<file path="config.mk">
export PLATFORM = sky130hd
export DESIGN_NAME = wind_input_conditioner
export DESIGN_NICKNAME = d
export VERILOG_FILES = /design/src/rtl/wind_input_conditioner.sv
export SDC_FILE = /design/constraint.sdc
export NUM_CORES = 1
export LEC_CHECK = 0
export BUFFER_PORTS_ARGS = -buffer_cell sky130_fd_sc_hd__buf_2
export CAP_MARGIN = 10
export CORE_AREA = 2 2 39 41
export CTS_CLUSTER_DIAMETER = 50
export CTS_CLUSTER_SIZE = 8
export DETAILED_ROUTE_END_ITERATION = 12
export DIE_AREA = 0 0 41 43
export GPL_TIMING_DRIVEN = 0
export MAX_ROUTING_LAYER = met4
export PLACE_DENSITY_LB_ADDON = 0.08
export RECOVER_POWER = 25
export SLEW_MARGIN = 10
export SYNTH_ARGS = -nofsm -noshare
export SYNTH_HDL_FRONTEND = slang
export SYNTH_SLANG_ARGS = --single-unit
</file>
<file path="constraint.sdc">
create_clock -name clk -period 0.9 [get_ports clk]
set_input_delay 0.09 -clock clk [delete_from_list [all_inputs] [get_ports clk]]
set_output_delay 0.09 -clock clk [all_outputs]
set_load 0.02 [all_outputs]
</file>
<file path="src/rtl/wind_input_conditioner.sv">
// ----------------------------------------------------------------------------
// wind_input_conditioner
//
// Conditions the raw wind-direction slide switches before they reach the
// runway-lights FSM. Steps:
//   1. Two-flop synchronizer (r_s1 -> r_s2). Only r_s2 feeds the logic.
//   2. Debounce: a new code must be seen for DEBOUNCE_CYCLES consecutive
//      samples before it commits.
//   3. Rejection of the illegal code 2'b11. A stable 11 raises `invalid`
//      and leaves the committed code unchanged.
//
// Compile-time option:
//   WIND_DEBOUNCE_EN - when defined, the full debounce FSM (candidate
//                      register and sample counter) is built and
//                      DEBOUNCE_CYCLES is honoured. When undefined, the
//                      counter and candidate are removed. The block then
//                      acts on every s2 change in the first cycle it is
//                      seen, which is the same as DEBOUNCE_CYCLES = 1.
//
// Ports:
//   clk      in   divided system clock; all state updates on rising edge
//   reset    in   synchronous, active-high
//   sw_in    in   [1:0] raw asynchronous switch levels {SW[1], SW[0]}
//   w1       out  committed wind bit 1 (registered)
//   w0       out  committed wind bit 0 (registered)
//   changed  out  one-cycle pulse after {w1,w0} takes a new value
//   invalid  out  level; high while the debounced input is held at 2'b11
// ----------------------------------------------------------------------------
module wind_input_conditioner #(
   parameter int DEBOUNCE_CYCLES = 4
) (
   input  logic       clk,
   input  logic       reset,
   input  logic [1:0] sw_in,
   output logic       w1,
   output logic       w0,
   output logic       changed,
   output logic       invalid
);

   typedef enum logic [1:0] {
      ST_STABLE   = 2'd0,
      ST_SETTLING = 2'd1,
      ST_REJECT   = 2'd2
   } state_t;

   localparam logic [1:0] CODE_ILLEGAL = 2'b11;

   logic [1:0] r_s1;
   logic [1:0] r_s2;
   state_t     r_state;
   state_t     w_state_next;
   logic [1:0] r_committed;
   logic [1:0] w_committed_next;
   logic       r_changed;
   logic       w_changed_next;
   logic       r_invalid;
   logic       w_invalid_next;

   // Request to apply the commit rule to w_eval_code on this edge.
   logic       w_eval;
   logic [1:0] w_eval_code;

`ifdef WIND_DEBOUNCE_EN
   localparam int              CNT_W    = $clog2(DEBOUNCE_CYCLES + 1);
   localparam logic [CNT_W-1:0] CNT_ONE  = CNT_W'(1);
   localparam logic [CNT_W-1:0] CNT_LAST = CNT_W'(DEBOUNCE_CYCLES - 1);
   // With a single-sample debounce there is no settling period. A new code
   // is judged on the same edge that first sees it.
   localparam bit              SINGLE   = (DEBOUNCE_CYCLES == 1);

   logic [1:0]       r_cand;
   logic [1:0]       w_cand_next;
   logic [CNT_W-1:0] r_cnt;
   logic [CNT_W-1:0] w_cnt_next;
`endif

   // ------------------------------------------------------------------------
   // State register (synchronizer plus all FSM state)
   // ------------------------------------------------------------------------
   always_ff @(posedge clk) begin
      if (reset) begin
         r_s1        <= 2'b00;
         r_s2        <= 2'b00;
         r_state     <= ST_STABLE;
         r_committed <= 2'b00;
         r_changed   <= 1'b0;
         r_invalid   <= 1'b0;
`ifdef WIND_DEBOUNCE_EN
         r_cand      <= 2'b00;
         r_cnt       <= '0;
`endif
      end else begin
         r_s1        <= sw_in;
         r_s2        <= r_s1;
         r_state     <= w_state_next;
         r_committed <= w_committed_next;
         r_changed   <= w_changed_next;
         r_invalid   <= w_invalid_next;
`ifdef WIND_DEBOUNCE_EN
         r_cand      <= w_cand_next;
         r_cnt       <= w_cnt_next;
`endif
      end
   end

   // ------------------------------------------------------------------------
   // Next-state logic
   // ------------------------------------------------------------------------
`ifdef WIND_DEBOUNCE_EN
   always_comb begin
      w_state_next     = r_state;
      w_committed_next = r_committed;
      w_changed_next   = 1'b0;
      w_invalid_next   = r_invalid;
      w_cand_next      = r_cand;
      w_cnt_next       = r_cnt;
      w_eval           = 1'b0;
      w_eval_code      = r_s2;

      case (r_state)
         ST_STABLE: begin
            if (r_s2 != r_committed) begin
               if (SINGLE) begin
                  w_eval = 1'b1;
               end else begin
                  w_cand_next  = r_s2;
                  w_cnt_next   = CNT_ONE;
                  w_state_next = ST_SETTLING;
               end
            end
         end

         ST_SETTLING: begin
            if (r_s2 == r_committed) begin
               // Bounced back to the committed code. Drop the candidate quietly.
               w_state_next = ST_STABLE;
               w_cnt_next   = '0;
            end else if (r_s2 != r_cand) begin
               w_cand_next = r_s2;
               w_cnt_next  = CNT_ONE;
            end else if (r_cnt >= CNT_LAST) begin
               w_eval      = 1'b1;
               w_eval_code = r_cand;
            end else begin
               w_cnt_next = r_cnt + CNT_ONE;
            end
         end

         ST_REJECT: begin
            if (r_s2 != CODE_ILLEGAL) begin
               w_invalid_next = 1'b0;
               if (r_s2 == r_committed) begin
                  w_state_next = ST_STABLE;
               end else if (SINGLE) begin
                  w_eval = 1'b1;
               end else begin
                  w_cand_next  = r_s2;
                  w_cnt_next   = CNT_ONE;
                  w_state_next = ST_SETTLING;
               end
            end
         end

         default: begin
            w_state_next = ST_STABLE;
            w_cnt_next   = '0;
         end
      endcase

      // Commit rule: a legal code is committed. The illegal code parks in REJECT.
      if (w_eval) begin
         w_cand_next = w_eval_code;
         w_cnt_next  = '0;
         if (w_eval_code != CODE_ILLEGAL) begin
            w_committed_next = w_eval_code;
            w_changed_next   = 1'b1;
            w_state_next     = ST_STABLE;
         end else begin
            w_invalid_next = 1'b1;
            w_state_next   = ST_REJECT;
         end
      end
   end
`else
   always_comb begin
      w_state_next     = r_state;
      w_committed_next = r_committed;
      w_changed_next   = 1'b0;
      w_invalid_next   = r_invalid;
      w_eval           = 1'b0;
      w_eval_code      = r_s2;

      case (r_state)
         ST_STABLE: begin
            if (r_s2 != r_committed) begin
               w_eval = 1'b1;
            end
         end

         ST_REJECT: begin
            if (r_s2 != CODE_ILLEGAL) begin
               w_invalid_next = 1'b0;
               if (r_s2 == r_committed) begin
                  w_state_next = ST_STABLE;
               end else begin
                  w_eval = 1'b1;
               end
            end
         end

         // There is no settling period in this build.
         default: begin
            w_state_next = ST_STABLE;
         end
      endcase

      if (w_eval) begin
         if (w_eval_code != CODE_ILLEGAL) begin
            w_committed_next = w_eval_code;
            w_changed_next   = 1'b1;
            w_state_next     = ST_STABLE;
         end else begin
            w_invalid_next = 1'b1;
            w_state_next   = ST_REJECT;
         end
      end
   end
`endif

   // ------------------------------------------------------------------------
   // Output logic: every output comes straight from a register
   // ------------------------------------------------------------------------
   always_comb begin
      w1      = r_committed[1];
      w0      = r_committed[0];
      changed = r_changed;
      invalid = r_invalid;
   end

endmodule

</file>
==> results.md <==
- Run status: completed
- Max-slew violations: 0
- Io pins: 8
- CP max FO: 5
- Yosys warnings: 0
- CTS-repair resized insts: 0
- Post-Route WL: 511 µm
- Capture instance of the worst register-to-register path: invalid
- Source of the worst register-to-register timing path: r_committed[0]
- Number of DRC markers after the initial detailed-route iteration: 1
- Routed vias: 239
- Initial core utilization: between 20 and 25%
- Total met3 wirelength after detailed routing: 59 µm
- Buffer depth of the longest clock path: 2
- Average vias per placed instance: 4.27
- FILL cells: ~160
- Row count: 14
- Number of buffers added by the clock tree synthesis step: 3
- Clock latency reported for the late side of the worst-skew pair: between 0.2 and 0.3 ns
- Final hold vios: 0
- Highest routed layer: met4
- Post-CTS setup-driven buffer insertion count: 0
- Total routing resource utilization after global routing: 7.31%
- Leakage power figure: between 0.15 and 0.2 nW
- Commonest cells after routing, fill and taps aside: dfxtp_1 (6), nor2b_1 (5), buf_2 (4)
- Post-route cell area: between 400 and 500 µm²
- Actual transition at the worst max-transition pin: 0.354 ns
- CTS tree: built
- Portion of total power attributed to sequential cells: 54.6%
- Delay-heaviest family, CP: flip-flops
- First-pass detailed-route iteration total: 3
- Setup TNS: 0 ns
- Antenna viol nets, final: 0
- Max stage delay cell, worst path: dfxtp_4
- Maximum cell stage delay along the critical path: 0.35 ns
- Startpoint Class: register
- Final critical delay including setup and external delays: 0.851 ns
- Wire length on met2: 240 µm
- Clock network fraction of total power: about 40%
- Combinational Power Share: under 10%
- Maximum Capacitance Violations: 0
- Final RePlAce weighted congestion: 0.617
- Sequential area share after synthesis: approximately three fifths
- Net count after synthesis: 33
- CP required: 0.81 ns
- Worst hold-check slack: around 0.043 ns
- Remaining design rule violation count: 0
- Max transition margin: 76.4%
- Largest net degree at the start of global routing: 9
- Max Clock Freq: 1180 MHz
- Commonest non-fill, non-tap cell in the layout: dfxtp_1
- Final #Nets: 45
- CTS clock-pin slew for the worst setup and hold paths: 0.06 ns
- Cell at the root of the clock tree: clkbuf_4
- Power per cell area: 1920 nW/µm²
- Worst setup path category: reg2out
- Setup Viol. Count Final: 0
- P_int: 0.602 mW
- Core ar.: 1380 µm²
- Distinct cell type count of the synthesized netlist: 15
- Sum of internal, switching and leakage power: ~0.77 mW
- Detailed-route wire length on metal 1: 206 µm
- Per-instance average area after synthesis: 10.6 µm²
- Ratio of cells with drive above 1 in the final layout: between 30% and 40%
- Cell Chain, Critical Path: buf_4
- H-tree level count: 1
- Cell count after synthesis: 29
- Quantity of hold-fixing buffers added after cts: 0
- Remaining Overflow, GRT: 0
- IR Drop Worst-Case VDD: 0.000682 V
- Post-route clock skew: slightly above 0.006 ns
- Total stage count of the critical path: 1
- Setup slack of the worst register-to-register path: 0.07 ns
- Horiz. Die Dim: 41 µm
- Capturing instance or port of the critical path: w0
- Kind of capture point of the worst setup path: primary output
- Number of inserted diodes: 0
- Clock Sinks: 9
- Unrepaired setup endpoints after global routing: no
- Post-synthesis cell area: 307 µm²
- Initial antenna violation count: 0
- Net Sw Frac: between 20% and 30%
- Via count of the first global-routing pass: between 150 and 200
- Hpwl dp: about 370 µm
- Number of buffers added on ports: 7
- Post-DP Area: approximately 360 µm²
- Flop and latch count out of synthesis: 9
- Final cycle utilization of the critical path: 94.5%
- Critical path data arrival time: 0.76 ns
- Average wire length per cell after detail routing: 9.13 µm
- Worst hold-check path type: in2reg
- Cell count of the worst reg-to-reg path: 3
- Height of the chip: 43 µm
- DIE AREA: 1760 µm²
- Crit path from: r_committed[0]
- Layout-stage area growth over the synthesis result: 30.6%
- Global-route wire length before repair: 752 µm
- Net switching power: 0.168 mW
- Crit path buffers/inverters: 1
-- registers in the layout (all words and copies together), names as in the netlist --
register and cells:
r_state 1, r_committed 2, changed 1, r_s2 2, r_s1 2, invalid 1
-- how the worst min path moves through the flow --
stage | from | endpoint | cells after the start
after floorplan | reset | r_committed[1] | 1
after global placement | sw_in[0] | r_s1[0] | 2
after detailed placement | sw_in[1] | r_s1[1] | 2
after CTS | sw_in[1] | r_s1[1] | 2
after global routing | sw_in[1] | r_s1[1] | 2
final | sw_in[1] | r_s1[1] | 2
-- power by group through the flow --
stage,combinational [mW],sequential [mW],clock (mW)
3_5_place_dp,0.0446,0.431,0
3_3_place_gp,0.0433,0.431,0
2_1_floorplan,0.0176,0.437,0
5_1_grt,0.0494,0.422,0.350
6_report,0.0442,0.420,0.306
4_1_cts,0.0448,0.422,0.326
-- cell usage after synthesis --
cell type | count | area share (%)
nand2_1 | 1 | 1.2
inv_1 | 3 | 3.7
a21boi_1 | 1 | 2.4
nand2_2 | 1 | 2.0
nor2_1 | 1 | 1.2
o211a_1 | 1 | 3.3
nor2b_1 | 5 | 10
o31ai_1 | 1 | 2.4
nor3_1 | 1 | 1.6
o211ai_1 | 1 | 2.4
nor3b_2 | 1 | 4.1
o21a_1 | 1 | 2.4
a21oi_1 | 1 | 1.6
dfxtp_1 | 9 | 59
a211oi_1 | 1 | 2.4
-- per-stage QoR --
step / setup WS [ns] / utilization [%] / cells
after floorplan: 0.00621 / - / 29
after global placement: 0.0529 / 26.3 / 52
after detailed placement: 0.0425 / 26.3 / 52
after CTS: 0.0205 / 28.2 / 56
after global routing: 0.00406 / 28.9 / 56
final: 0.0494 / 28.9 / 56
-- layout make-up --
| class | instances | area [µm²] | area share [%] |
|---|---|---|---|
| Clock buffer | 4 | 26.3 | 6.56 |
| Inverter | 3 | 11.3 | 2.81 |
| Multi-Input combinational cell | 17 | 118 | 29.4 |
| Sequential cell | 9 | 186 | 46.6 |
| Tap cell | 16 | 20.0 | 5.00 |
| Timing Repair Buffer | 7 | 38.8 | 9.69 |
-- layer usage --
layer | track usage (%) | vias to the layer above
li1 | - | 119
met1 | 7.10 | 109
met2 | 8.75 | 9
met3 | 9.42 | 2
met4 | 2.00 | 0
met5 | - | -
-- logic make-up after synthesis --
group                  Yosys count  share of synthesized area (%)
and+or+nand+nor                 10                           20.4
buffers and inverters            3                           3.67
DFF                              9                           58.8
AOI/OAI and AO/OA                7                           17.1
Note: power is estimated with default switching activity, not from simulation.
